$ cat src/rtl/ann_coef_server.sv
`default_nettype none
// ============================================================================
//  Module   : ann_coef_server
//  Purpose  : Two-bank coefficient store for the ANN core. A byte stream from
//             the host loader fills bank 0 and then bank 1. Each request from
//             the ANN then streams the selected bank back, one coefficient per
//             cycle, with its index and a last-beat flag.
//  Revision : 1.0  initial release
// ============================================================================
module ann_coef_server #(
   parameter int COEF_WIDTH = 8,
   parameter int NUM_COEF   = 16
) (
   input  logic                        clk,
   input  logic                        rst,
   input  logic                        load_en,
   input  logic [COEF_WIDTH-1:0]       load_data,
   input  logic                        reload,
   input  logic                        request_coef,
   input  logic                        coef_select,
   output logic                        image_weights_loaded,
   output logic                        busy,
   output logic                        coef_valid,
   output logic [COEF_WIDTH-1:0]       coef_data,
   output logic [$clog2(NUM_COEF)-1:0] coef_index,
   output logic                        coef_last
);

   localparam int c_AW    = $clog2(NUM_COEF);
   localparam int c_DEPTH = 2 * NUM_COEF;

   // With NUM_COEF a power of two, the final write address (2N-1) and the
   // final read index (N-1) are all-ones in their pointer widths.
   localparam logic [c_AW:0]   c_WP_LAST = '1;
   localparam logic [c_AW-1:0] c_RP_LAST = '1;

   localparam logic [1:0] c_LOAD   = 2'd0;
   localparam logic [1:0] c_READY  = 2'd1;
   localparam logic [1:0] c_STREAM = 2'd2;

   logic [1:0]            r_state;
   logic [1:0]            w_state_nxt;
   logic [COEF_WIDTH-1:0] r_mem [0:c_DEPTH-1];
   logic [c_AW:0]         r_wp;
   logic [c_AW-1:0]       r_rp;
   logic                  r_bank;
   logic                  r_coef_valid;
   logic [COEF_WIDTH-1:0] r_coef_data;
   logic [c_AW-1:0]       r_coef_index;
   logic                  r_coef_last;
   logic                  w_wr_en;
   logic                  w_start;
   logic                  w_beat;

   // State register.
   always_ff @(posedge clk or posedge rst) begin
      if (rst) begin
         r_state <= c_LOAD;
      end else begin
         r_state <= w_state_nxt;
      end
   end

   // Next-state logic; reload wins over everything, and the state changes on
   // the final write / final beat so the pointers never need to wrap.
   always_comb begin
      w_state_nxt = r_state;
      case (r_state)
         c_LOAD: begin
            if (!reload && load_en && (r_wp == c_WP_LAST)) begin
               w_state_nxt = c_READY;
            end
         end
         c_READY: begin
            if (reload) begin
               w_state_nxt = c_LOAD;
            end else if (request_coef) begin
               w_state_nxt = c_STREAM;
            end
         end
         c_STREAM: begin
            if (reload) begin
               w_state_nxt = c_LOAD;
            end else if (r_rp == c_RP_LAST) begin
               w_state_nxt = c_READY;
            end
         end
         default: w_state_nxt = c_LOAD;
      endcase
   end

   // State-decoded controls and status; busy covers the trailing last beat.
   always_comb begin
      w_wr_en              = (r_state == c_LOAD)   && load_en && !reload;
      w_start              = (r_state == c_READY)  && request_coef && !reload;
      w_beat               = (r_state == c_STREAM) && !reload;
      image_weights_loaded = (r_state != c_LOAD);
      busy                 = (r_state == c_STREAM) || r_coef_valid;
   end

   // Storage, pointers and the registered stream outputs.
   always_ff @(posedge clk or posedge rst) begin
      if (rst) begin
         for (int i = 0; i < c_DEPTH; i++) begin
            r_mem[i] <= '0;
         end
         r_wp         <= '0;
         r_rp         <= '0;
         r_bank       <= 1'b0;
         r_coef_valid <= 1'b0;
         r_coef_data  <= '0;
         r_coef_index <= '0;
         r_coef_last  <= 1'b0;
      end else begin
         if (reload) begin
            r_wp <= '0;
         end else if (w_wr_en) begin
            r_mem[r_wp] <= load_data;
            r_wp        <= r_wp + (c_AW+1)'(1);
         end

         if (w_start) begin
            r_bank <= coef_select;
            r_rp   <= '0;
         end else if (w_beat) begin
            r_rp <= r_rp + c_AW'(1);
         end

         // Data and index hold their last value once the stream ends.
         if (w_beat) begin
            r_coef_valid <= 1'b1;
            r_coef_data  <= r_mem[{r_bank, r_rp}];
            r_coef_index <= r_rp;
            r_coef_last  <= (r_rp == c_RP_LAST);
         end else begin
            r_coef_valid <= 1'b0;
            r_coef_last  <= 1'b0;
         end
      end
   end

   assign coef_valid = r_coef_valid;
   assign coef_data  = r_coef_data;
   assign coef_index = r_coef_index;
   assign coef_last  = r_coef_last;

endmodule
`default_nettype wire

$ cat config.mk
export PLATFORM = sky130hd
export DESIGN_NAME = ann_coef_server
export DESIGN_NICKNAME = d
export VERILOG_FILES = /design/src/rtl/ann_coef_server.sv
export SDC_FILE = /design/constraint.sdc
export NUM_CORES = 1
export LEC_CHECK = 0
export ABC_AREA = 1
export CAP_MARGIN = 25
export CORE_AREA = 2 2 183 185
export DETAILED_ROUTE_END_ITERATION = 6
export DIE_AREA = 0 0 185 187
export PLACE_DENSITY_LB_ADDON = 0.2
export SETUP_SLACK_MARGIN = 0.2
export SYNTH_ARGS = -nofsm -noshare
export SYNTH_HDL_FRONTEND = slang
export SYNTH_SLANG_ARGS = --single-unit
export TNS_END_PERCENT = 10
$ cat constraint.sdc
create_clock -name clk -period 10.51 [get_ports clk]
set_input_delay 1.051 -clock clk [delete_from_list [all_inputs] [get_ports clk]]
set_output_delay 1.051 -clock clk [all_outputs]
set_load 0.05 [all_outputs]
Yosys cells after proc, flatten, opt, wreduce, memory -nomap -nowiden
Index checks and enable logic that the tools add are counted.
{ "totals": {"ff_bits": 282, "out_inout_bits": 16} }
{ "op_classes": {"magnitude_cmp": 3, "n_eq_ne": 7, "bitwise_logic": 3, "n_mux": 18, "addsub": 2, "n_reduce_logical": 16} }
{ "ops": {"columns": ["op", "n"], "rows": [
  ["bitwise mux 256 bit", 1],
  ["binary-select mux 8 bit (select 5 bit)", 1],
  ["demux 8 bit (select 5 bit)", 1],
  ["two-way mux 8 bit", 3],
  ["greater-or-equal comparator 6 bit (second input constant)", 2],
  ["NOT 5 -> 6 bit", 2],
  ["two-way mux 2 bit", 5],
  ["two-way mux 5 bit", 2],
  ["logical AND 1 bit", 8],
  ["two-way mux 4 bit", 2],
  ["less-than comparator 6 x 1 -> 1 bit (second input constant)", 1],
  ["inequality test 3 bit (second input constant)", 2],
  ["one-hot mux 2 bit (3 select lines)", 1],
  ["nonzero test 2 bit", 3],
  ["adder 5 x 1 -> 5 bit (second input constant)", 1],
  ["== test 5 bit (second input constant)", 1],
  ["adder 4 x 1 -> 4 bit (second input constant)", 1],
  ["== test 4 bit (second input constant)", 1],
  ["AND reduction 3 bit", 1],
  ["== test 2 x 1 -> 1 bit (second input constant)", 1],
  ["== test 2 bit (second input constant)", 1],
  ["zero test 2 bit", 1],
  ["two-way mux 1 bit", 2],
  ["inequality test 2 bit (second input constant)", 1],
  ["4 further kinds", 4]
]} }

Depth between registers and ports, before layout
Gate-level depths: netlist of the first run.
{ "logic_depth": {"depth_word": 6, "ltp_mapped": 13, "mapped_depth_nobuf": 11} }

Worst setup path after synthesis of the first run
No wires, ideal clock.
{ "synth_path": {"path_type": "in2reg", "from": "input load_en", "to": "register r_mem[120] (netlist bit)", "arrival_time_ps": 1932, "cell_stages": 8, "t_required_ps": 10379, "slack_ps": 8447, "setup_time_ps": 131, "n_path_buf": 1, "path_cell_list": "nand2_2 > nor2_4 > nand2_1 > inv_2 > nand2_1 > buf_2 > nand2_1 > o21ai_1"} }
{ "synth_via": {"elab_chain_cells": 3} }
{ "synth_rtl": {"columns": ["item", "line", "source"], "rows": [
  ["start: declaration", "16", "input logic load_en,"],
  ["logical AND 1 bit (2 in series)", "94", "w_wr_en = (r_state == c_LOAD) && load_en && !reload;"],
  ["AND reduction 2 bit (no line)", null, null],
  ["end signal: indexed assignment", "118", "r_mem[r_wp] <= load_data;"],
  ["end: declaration", "43", "logic [COEF_WIDTH-1:0] r_mem [0:c_DEPTH-1];"]
]} }
Every way passes these cells.
A chain may end at the register's enable or synchronous reset.

Worst setup path in the final report of the first run
{ "layout_path": {"from": "register r_rp[0]", "to": "register r_coef_data[4] (netlist: coef_data[4])"} }
{ "layout_via": {"elab_chain_cells": 4} }
{ "layout_rtl": {"columns": ["item", "line", "source"], "rows": [
  ["start: declaration", "45", "logic [c_AW-1:0] r_rp;"],
  ["start signal: assignment", "126", "r_rp <= r_rp + c_AW'(1);"],
  ["NOT 5 -> 6 bit (not written as such)", "132", "r_coef_data <= r_mem[{r_bank, r_rp}];"],
  ["binary-select mux 8 bit (select 5 bit)", "132", null],
  ["two-way mux 8 bit (not written as such) (2 in series)", "132", null],
  ["end signal: assignment", "132", null],
  ["end: declaration", "48", "logic [COEF_WIDTH-1:0] r_coef_data;"]
]} }
Every way passes these cells. The select of a mux whose other input is x is not followed.

==> summary.md, run 1 <==
| Metric | Value |
|---|---|
| Status | `completed` |
| Initial Util | `39.2%` |
| Area leader, netlist | `dfrtp_1` |
| Critical-path top delay cell | `clkinv_2` |
| Die X | `185 um` |
| Sequential-to-total area share from yosys stat | `54.8%` |
| Final ANT Viol Nets | `0` |
| Die height | `187 um` |
| Top_reg_cell synth | `dfrtp_1` |
| Clk slew on worst S/H paths | `0.06 ns` |
| DR WL/cell | `18.2 um` |
| Clock buffers created by TritonCTS | `31` |
| Critical path peak fanout | `71` |
| Cells taking the most area after synthesis | `dfrtp_1 55%, nand2_1 18%, nand3_1 5.8%` |
| Least-Margin Pin Slew | `0.964 ns` |
| Crit path max-delay family | `buffers and inverters` |
| Starting DRT DRC Count | `1158` |
| Synth Warn # | `0` |
| Pwr dens | `222 nW/um^2` |
| Post-Syn Area per Cell | `8.01 um^2` |
| Worst Setup SP | `r_rp[0]` |
| Top cell type's share of synthesized area | `54.8%` |
| Vias in the first global route | `10000` |
| Initial antenna violation count | `1` |
| Postcts setup bufs | `0` |
| CTS tree | `built` |
| Post-route minimum period | `3.51 ns` |
| Post-Syn Instances | `1607` |
| Via count | `10700` |
| Worst r2r dst | `coef_data[4]` |
| Achievable Freq | `0.285 GHz` |
| DP HPWL | `22100 um` |
| WL final | `37300 um` |
| Final TNS setup | `0 ns` |
| CP Data Required Time | `10.94 ns` |
| CP cell instances | `clkinv_2 -> buf_4 -> nand2_1 -> nand3_1 -> nand3_1 -> nand3_1 -> nand3_1 -> nand2_1 -> nand2_1 -> nand2_1` |
| R2R cell count | `10` |
| WS Path Type | `reg2reg` |
| Final period util | `33.4%` |
| Num rows | `67` |
| TritonRoute pass-1 iters | `5` |
| RSZ-0062 raised after global routing | `no` |
| Crit end category | `register` |
| Post-synthesis cell area | `12900 um^2` |
| Fin area | `14400 um^2` |
| Final net count | `1595` |
| Startpoint Class | `register` |
| CTS Hold Bufs | `0` |
| Drc violations | `0` |
| Via-to-Cell Ratio | `5.21` |
| Total track usage | `22.0%` |
| Layout cells sized above 1 | `6.13%` |
| EDFF count, synth | `0` |
| Endpoints failing hold | `0` |
| Total Power | `3200 uW` |
| Clock Skews | `0.0120 ns` |
| Post-synth net total | `1627` |
| CP max stage delay | `0.89 ns` |
| Layout area overhead | `12.0%` |
| GP Congestion | `0.828` |
| Core area | `32900 um^2` |
| Final setup vio count | `0` |
| Total stage count of the critical path | `10` |
| GR Overflow Total | `0` |
| Arrival @ worst endpoint | `3.95 ns` |
| Final Slew Violations | `0` |
| LEAKAGE | `0.00659 uW` |
| Crit path to | `coef_data[4]` |
| Placed cell areas | `13400 um^2` |
| I/O pins | `30` |
| Worst R2R Start | `r_rp[0]` |
| #FFs+latches synth | `282` |
| Global-route wire length before repair | `59500 um` |
| CP Buf/Inv Count | `2` |
| Clock Path Buffers | `3` |
| Worst reg-to-reg setup slack | `7.00 ns` |
| Pin count of the biggest net entering global routing | `145` |
| Peak VDD IR | `0.000158 V` |
| H-tree depth | `1` |
| Post-synth ARST share | `100%` |
| HP Class | `reg2reg` |
| CTS-repair resized insts | `0` |
| Synth cell types | `31` |
| Max-cap violations | `0` |
| Port bufs | `29` |
| Root buffer selected by CTS | `clkbuf_16` |
| Slew HR | `35.3%` |
| # clock sinks | `282` |
| Die area | `34600 um^2` |
| Worst-Skew Late Latency | `0.56 ns` |
[how the worst min path moves through the flow]
stage | startpoint | slack (ns) | depth (start not counted) | end
detailed placement | r_mem[132] | 0.47 | 2 | r_mem[132]
global route | r_mem[154] | 0.50 | 2 | r_mem[154]
finish | coef_index[1] | 0.48 | 2 | coef_index[1]
floorplan | r_mem[159] | 0.45 | 2 | r_mem[159]
global placement | r_mem[159] | 0.46 | 2 | r_mem[159]
CTS | r_mem[202] | 0.49 | 2 | r_mem[202]
[state kept, by name (all words and copies together), names as in the netlist]
signal / cells
coef_last: 1
r_mem: 256
r_bank: 1
r_state: 2
coef_index: 4
r_wp: 5
coef_data: 8
r_rp: 4
coef_valid: 1
[synthesized netlist by cell type (2+ instances only)]
library cell and count:
nand3b_1 7, ha_1 6, nor3_2 6, nor2_1 40, o21ai_0 111, nor3_1 10, nand2_1 624, buf_2 28
clkinv_1 3, nand3_1 150, a21oi_1 61, nand2_2 13, o21ai_1 131, nor2_2 5, buf_1 4, clkbuf_1 73
inv_2 9, dfrtp_1 282, inv_1 27, o22ai_1 2, a31oi_1 2, buf_4 4
[per-stage QoR]
stage / util, % / hold WS (ns) / instances / worst slack [ns]
after floorplan: - / 0.445 / 1607 / 1.68
after global placement: 40.8 / 0.464 / 1988 / 7.02
after detailed placement: 40.8 / 0.473 / 1989 / 6.94
after CTS: 43.8 / 0.487 / 2045 / 6.93
after global routing: 43.9 / 0.501 / 2046 / 6.70
final: 43.9 / 0.483 / 2047 / 7.00
[where the power goes]
group          switching, uW  internal, uW
combinational            641           233
sequential               106          1190
clock                    424           605
total                   1170          2030
[logic make-up (layout without fill, tap and decap cells)]
family                   after synthesis  after routing  share of synthesized area (%)
AND/OR/NAND/NOR                      859            859                           27.7
AO/OA/AOI/OAI                        310            310                           12.1
flip-flops                           282            282                           54.8
buffers and inverters                149            140                           4.74
adder cells (fa/ha/maj)                6              6                          0.583
XOR/XNOR                               1              1                         0.0680
other                                  0              1                              0
[per-layer routing]
layer,up-vias,track usage [%],part of all wire (%),wire (um)
met2,319,32.4,44,16300
met1,5124,33.8,48,17800
met3,53,3.82,6.8,2530
li1,5179,-,-,-
met5,-,0,0,0
met4,0,4.91,1.8,676
[layout make-up]
type / count / area, um^2
Timing Repair Buffer: 45 / 463
Clock inverter: 3 / 15.0
Fill cell: 3345 / 18400
Multi-Input combinational cell: 1176 / 5210
Inverter: 39 / 155
Tap cell: 448 / 561
Sequential cell: 282 / 7060
Clock buffer: 53 / 948
Antenna cell: 1 / 2.50
[layout by cell type (no fill, tap or decap), drive strengths merged]
cell	instances
a21oi	61
buf	16
a31oi	2
clkdlybuf4s50	29
dfrtp	282
clkinv	8
inv	34
clkbuf	53
o211ai	1
or2	1
nor2	47
nand4	1
o21ai	242
xnor2	1
nand3b	7
nor3	16
a21o	1
o22ai	2
nand2	637
nand3	150
diode	1
ha	6
a211oi	1
[worst min-delay path, stage by stage, from the launching register on]
cell and delay [ns]:
dfrtp_1 0.34, nand2_1 0.05, o21ai_0 0.06
No activity file was read; power rests on OpenSTA's default activity.
==> run 2: changes to the inputs <==
==> constraint.sdc (replaced) <==
create_clock -name clk -period 2.8 [get_ports clk]
set_input_delay 0.28 -clock clk [delete_from_list [all_inputs] [get_ports clk]]
set_output_delay 0.28 -clock clk [all_outputs]
set_load 0.05 [all_outputs]
==> run 2 against run 1 <==
Effect of this change:
- register-to-register slack worse by 6.5 ns
- routed wire length grew 0.14%
- critical endpoint is now coef_data[6]
- largest power group unchanged
- global-route usage up 0.089 points
==> summary.md, run 2 (synthesized netlist as in run 1, its figures left out) <==
| Metric | Value |
|---|---|
| Pin count of the biggest net entering global routing | `134` |
| Clock Skews | `0.0201 ns` |
| Clk pwr share | `33.8%` |
| Die area | `34600 um^2` |
| Finished Core Util | `44.4%` |
| CTS Hold Bufs | `0` |
| Critical-path top delay cell | `nand2_1` |
| CP Data Required Time | `3.24 ns` |
| Final net count | `1609` |
| Layout cells sized above 1 | `6.78%` |
| Cell mode on critical path | `nand2_1` |
| Core area | `32900 um^2` |
| Clk slew on worst S/H paths | `0.05 ns` |
| Sw Pwr | `4400 uW` |
| Setup WS post-layout | `0.530 ns` |
| Vias in the first global route | `10200` |
| Clock Path Buffers | `3` |
| CP max stage delay | `0.53 ns` |
| Achievable Freq | `0.440 GHz` |
| Least-Margin Pin Slew | `0.770 ns` |
| Final period util | `81.1%` |
| Worst hold slack | `0.166 ns` |
| HP Class | `in2async` |
| Startpoint Class | `register` |
| DP HPWL | `22900 um` |
| Final ANT Viol Nets | `0` |
| Drc violations | `0` |
| R2R cell count | `9` |
| Arrival @ worst endpoint | `2.71 ns` |
| Fin area | `14600 um^2` |
| Sequential power share | `38.7%` |
| Port bufs | `29` |
| Initial antenna violation count | `0` |
| H-tree depth | `2` |
| Post-place setup slack | `0.590 ns` |
| Diode count | `0` |
| Die height | `187 um` |
| Crit end category | `register` |
| Clock buffers created by TritonCTS | `34` |
| Initial Util | `39.2%` |
| Global-route wire length before repair | `59500 um` |
| Switching part of the total | `35.8%` |
| LEAKAGE | `0.00669 uW` |
| Total Power | `12300 uW` |
| Total track usage | `22.1%` |
| Post-route minimum period | `2.27 ns` |
| WL final | `37300 um` |
| Worst r2r dst | `coef_data[6]` |
| CP cell instances | `buf_4 -> nand2_1 -> a21oi_1 -> nor2_1 -> nand2_1 -> nand3_1 -> nand2_1 -> nand2_1 -> nand2_1` |
| Endpoints failing hold | `0` |
| GP Congestion | `0.878` |
| Placed cell areas | `13600 um^2` |
| Reg with most FFs | `r_mem` |
| Max-cap violations | `0` |
| Status | `completed` |
| Worst-Skew Late Latency | `0.51 ns` |
| CTS tree | `built` |
| RSZ-0062 raised after global routing | `no` |
| I/O pins | `30` |
| Gate power share | `27.6%` |
| WS Path Type | `reg2reg` |
| Starting DRT DRC Count | `985` |
| Die X | `185 um` |
| Pwr dens | `843 nW/um^2` |
| Worst R2R Start | `r_rp[2]` |
| Postcts setup bufs | `0` |
| Commonest non-fill, non-tap cells in the layout | `624 x nand2_1, 280 x dfrtp_1, 150 x nand3_1` |
| Int Pwr | `7910 uW` |
| Layout area overhead | `13.4%` |
| Num rows | `67` |
| Via-to-Cell Ratio | `5.19` |
| Final setup vio count | `0` |
| Slew HR | `48.6%` |
| Root buffer selected by CTS | `clkbuf_16` |
| # clock sinks | `282` |
| CTS-repair resized insts | `0` |
| Peak VDD IR | `0.000558 V` |
| DR WL/cell | `18.2 um` |
| GR Overflow Total | `0` |
| Final Slew Violations | `0` |
| Most common cell after layout, fill and taps aside | `nand2_1` |
| Critical path peak fanout | `23` |
| Number of flip-flops in the largest register | `256` |
| TritonRoute pass-1 iters | `5` |
| Worst reg-to-reg setup slack | `0.53 ns` |
| Via count | `10700` |
==> run 2: worst max path at each step <==
stage             from      endpoint  slack, ns
2_1_floorplan      rst  coef_data[0]      -1.22
3_3_place_gp   r_rp[2]  coef_data[6]       0.56
3_5_place_dp   r_rp[2]  coef_data[6]       0.59
4_1_cts        r_rp[2]  coef_data[6]       0.57
5_1_grt        r_rp[1]  coef_data[2]       0.39
6_report       r_rp[2]  coef_data[6]       0.53
==> run 2: metrics by stage <==
stage               TNS, ns  instances
floorplan           -342.71       1607
global placement          0       2001
detailed placement        0       2001
CTS                       0       2055
global route              0       2055
finish                    0       2055
==> run 2: power by group through the flow <==
stage | Sequential [uW] | Combinational [uW] | Clock [uW]
2_1_floorplan | 4950 | 2020 | 0
3_3_place_gp | 4810 | 3400 | 0
3_5_place_dp | 4810 | 3400 | 0
4_1_cts | 4750 | 3410 | 4220
5_1_grt | 4800 | 3700 | 4380
6_report | 4760 | 3400 | 4160
==> run 2: metal layers <==
metal	global-route usage [%]	part of all wire [%]
met1	33.4	48
met2	32.8	44
met3	4.21	5.8
met4	5.10	1.8
met5	0	0
==> run 2: area by class of cell <==
type / instances / area (um^2)
clock inverters: 2 / 13.8
well taps: 448 / 561
fillers: 3340 / 18300
repair buffers: 56 / 581
clock buffers: 52 / 1020
multi-input cells: 1176 / 5210
flip-flops and latches: 282 / 7060
inverters: 39 / 151
==> run 2: worst max-delay path, delay by kind of cell, from the launching register on <==
family	cells	cell delay (ns)
AOI/OAI and AO/OA	1	0.52
buffers and inverters	1	0.31
DFF	1	0.37
and+or+nand+nor	7	1.00
==> run 3: changes to the inputs <==
==> constraint.sdc (replaced) <==
create_clock -name clk -period 2.21 [get_ports clk]
set_input_delay 0.221 -clock clk [delete_from_list [all_inputs] [get_ports clk]]
set_output_delay 0.221 -clock clk [all_outputs]
set_load 0.05 [all_outputs]
==> run 3 against run 2 <==
Effect of this change:
- sequential cell count did not move
- setup slack got worse by 0.30 ns
- routed wire length down 2.0%
- non-clock buffer count is 29 higher
==> summary.md, run 3 (synthesized netlist as in run 1, its figures left out) <==
| Metric | Value |
|---|---|
| Via-to-Cell Ratio | `5.16` |
| Layout fillers | `3329` |
| Clock Skews | `0.0215 ns` |
| Critical-path top delay cell | `clkdlybuf4s50_1` |
| Diode count | `0` |
| Postcts setup bufs | `0` |
| Via count | `10800` |
| Final setup vio count | `0` |
| Die X | `185 um` |
| Drc violations | `0` |
| Achievable Freq | `0.504 GHz` |
| Fin cells | `2084` |
| Vias in the first global route | `10100` |
| Worst-Skew Late Latency | `0.57 ns` |
| Reg with most FFs | `r_mem` |
| CP Data Required Time | `1.99 ns` |
| Die height | `187 um` |
| Critical path peak fanout | `2` |
| H-tree depth | `1` |
| I/O pins | `30` |
| CP max stage delay | `0.81 ns` |
| DP HPWL | `22300 um` |
| LEAKAGE | `0.00688 uW` |
| Clock Path Buffers | `3` |
| Final period util | `89.8%` |
| Final TNS setup | `0 ns` |
| Root buffer selected by CTS | `clkbuf_16` |
| Total stage count of the critical path | `1` |
| Clock buffers created by TritonCTS | `30` |
| WS Path Type | `reg2out` |
| Max-cap violations | `0` |
| # clock sinks | `282` |
| R2R cell count | `5` |
| Placed cell count | `2029` |
| Worst R2R Start | `r_wp[2]` |
| GP Congestion | `0.811` |
| Least-Margin Pin Slew | `0.566 ns` |
| Pwr dens | `1050 nW/um^2` |
| Final ANT Viol Nets | `0` |
| Crit path max-delay family | `buffers and inverters` |
| Final Slew Violations | `0` |
| Slew HR | `62.1%` |
| DR WL/cell | `17.5 um` |
| Crit end category | `output pin` |
| Global-route wire length before repair | `58500 um` |
| Initial Util | `39.2%` |
| Peak VDD IR | `0.000740 V` |
| Most common cell after layout, fill and taps aside | `nand2_1` |
| Num rows | `67` |
| CP cell instances | `clkdlybuf4s50_1` |
| Startpoint Class | `register` |
| Worst reg-to-reg setup slack | `0.24 ns` |
| Clk slew on worst S/H paths | `0.07 ns` |
| Layout cells sized above 1 | `8.74%` |
| Status | `completed` |
| Initial antenna violation count | `1` |
| Die area | `34600 um^2` |
| CTS tree | `built` |
| Total track usage | `21.5%` |
| RSZ-0062 raised after global routing | `yes` |
| Commonest non-fill, non-tap cells in the layout | `623 x nand2_1, 280 x dfrtp_1, 150 x nand3_1` |
| Endpoints failing hold | `0` |
| CP Buf/Inv Count | `1` |
| GR Overflow Total | `0` |
| HP Class | `in2reg` |
| Worst r2r dst | `r_mem[0]` |
| Arrival @ worst endpoint | `1.76 ns` |
| Crit path to | `coef_data[7]` |
| Layout area overhead | `15.8%` |
| TritonRoute pass-1 iters | `5` |
| WL final | `36600 um` |
| Register area | `7060 um^2` |
| Core area | `32900 um^2` |
| Starting DRT DRC Count | `1069` |
| Multi-input logic area | `5210 um^2` |
| Post-route minimum period | `1.98 ns` |
| Finished Core Util | `45.4%` |
| Port bufs | `29` |
| Number of flip-flops in the largest register | `256` |
| Final net count | `1634` |
| Pin count of the biggest net entering global routing | `82` |
| Worst Setup SP | `coef_data[7]` |
-- run 3: cell types whose count changed in the layout (fill, tap and decap cells not counted) --
cell / change
buf_12: +7
clkinv_8: +1
buf_4: +21
dlygate4sd2_1: +1
dlygate4sd3_1: +1
bufinv_16: +3
dlymetal6s2s_1: +1
clkbuf_16: -7
clkinv_2: +2
clkbuf_1: -5
nand2_2: +1
clkdlybuf4s50_1: -2
clkbuf_8: +6
nand2_1: -1
-- run 3: what timing repair did --
item / in CTS / in global routing
resized for setup: 1 / 2
gates cloned: 0 / 0
hold buffers: 1 / 0
setup endpoints to repair: 2 / 73
endpoints found under the hold margin: 3 / 0
-- run 3: how the worst min path moves through the flow --
stage                       from           end  slack [ns]  depth (start not counted)
finish               coef_select        r_bank        0.30                          3
CTS                 request_coef    r_state[0]        0.27                          2
detailed placement  coef_data[5]  coef_data[5]        0.46                          2
global route        request_coef    r_state[0]        0.30                          2
global placement      r_mem[159]    r_mem[159]        0.46                          2
floorplan                 reload       r_wp[3]        0.29                          1
-- run 3: area by class of cell --
class                   count  share of cell area, %
flip-flops and latches    282                   47.3
multi-input cells        1176                   34.9
clock buffers              46                   6.11
repair buffers             85                   5.96
well taps                 448                   3.76
inverters                  39                   1.01
clock inverters             8                  0.872
-- run 3: through the flow --
stage | power, uW | setup slack (ns) | hold WS, ns | area (um^2)
floorplan | 8830 | -1.75 | 0.294 | 12900
global placement | 10500 | 0.148 | 0.462 | 13900
detailed placement | 10500 | 0.117 | 0.464 | 13900
CTS | 15800 | 0.0482 | 0.271 | 14900
global route | 16500 | 0.0338 | 0.296 | 14900
finish | 15700 | 0.226 | 0.300 | 14900
-- run 3: report_power, final --
part           switching, uW  total (uW)  internal, uW
registers                314        5970          5650
logic                   3100        4440          1330
clock network           2100        5270          3170
total                   5510       15700         10200
-- run 3: layer usage --
| metal | share of wire, % | vias up | track usage (%) |
|---|---|---|---|
| li1 | - | 5249 | - |
| met1 | 48 | 5157 | 33.4 |
| met2 | 44 | 310 | 32.1 |
| met3 | 6.7 | 44 | 2.69 |
| met4 | 1.8 | 0 | 4.73 |
| met5 | 0 | - | 0 |
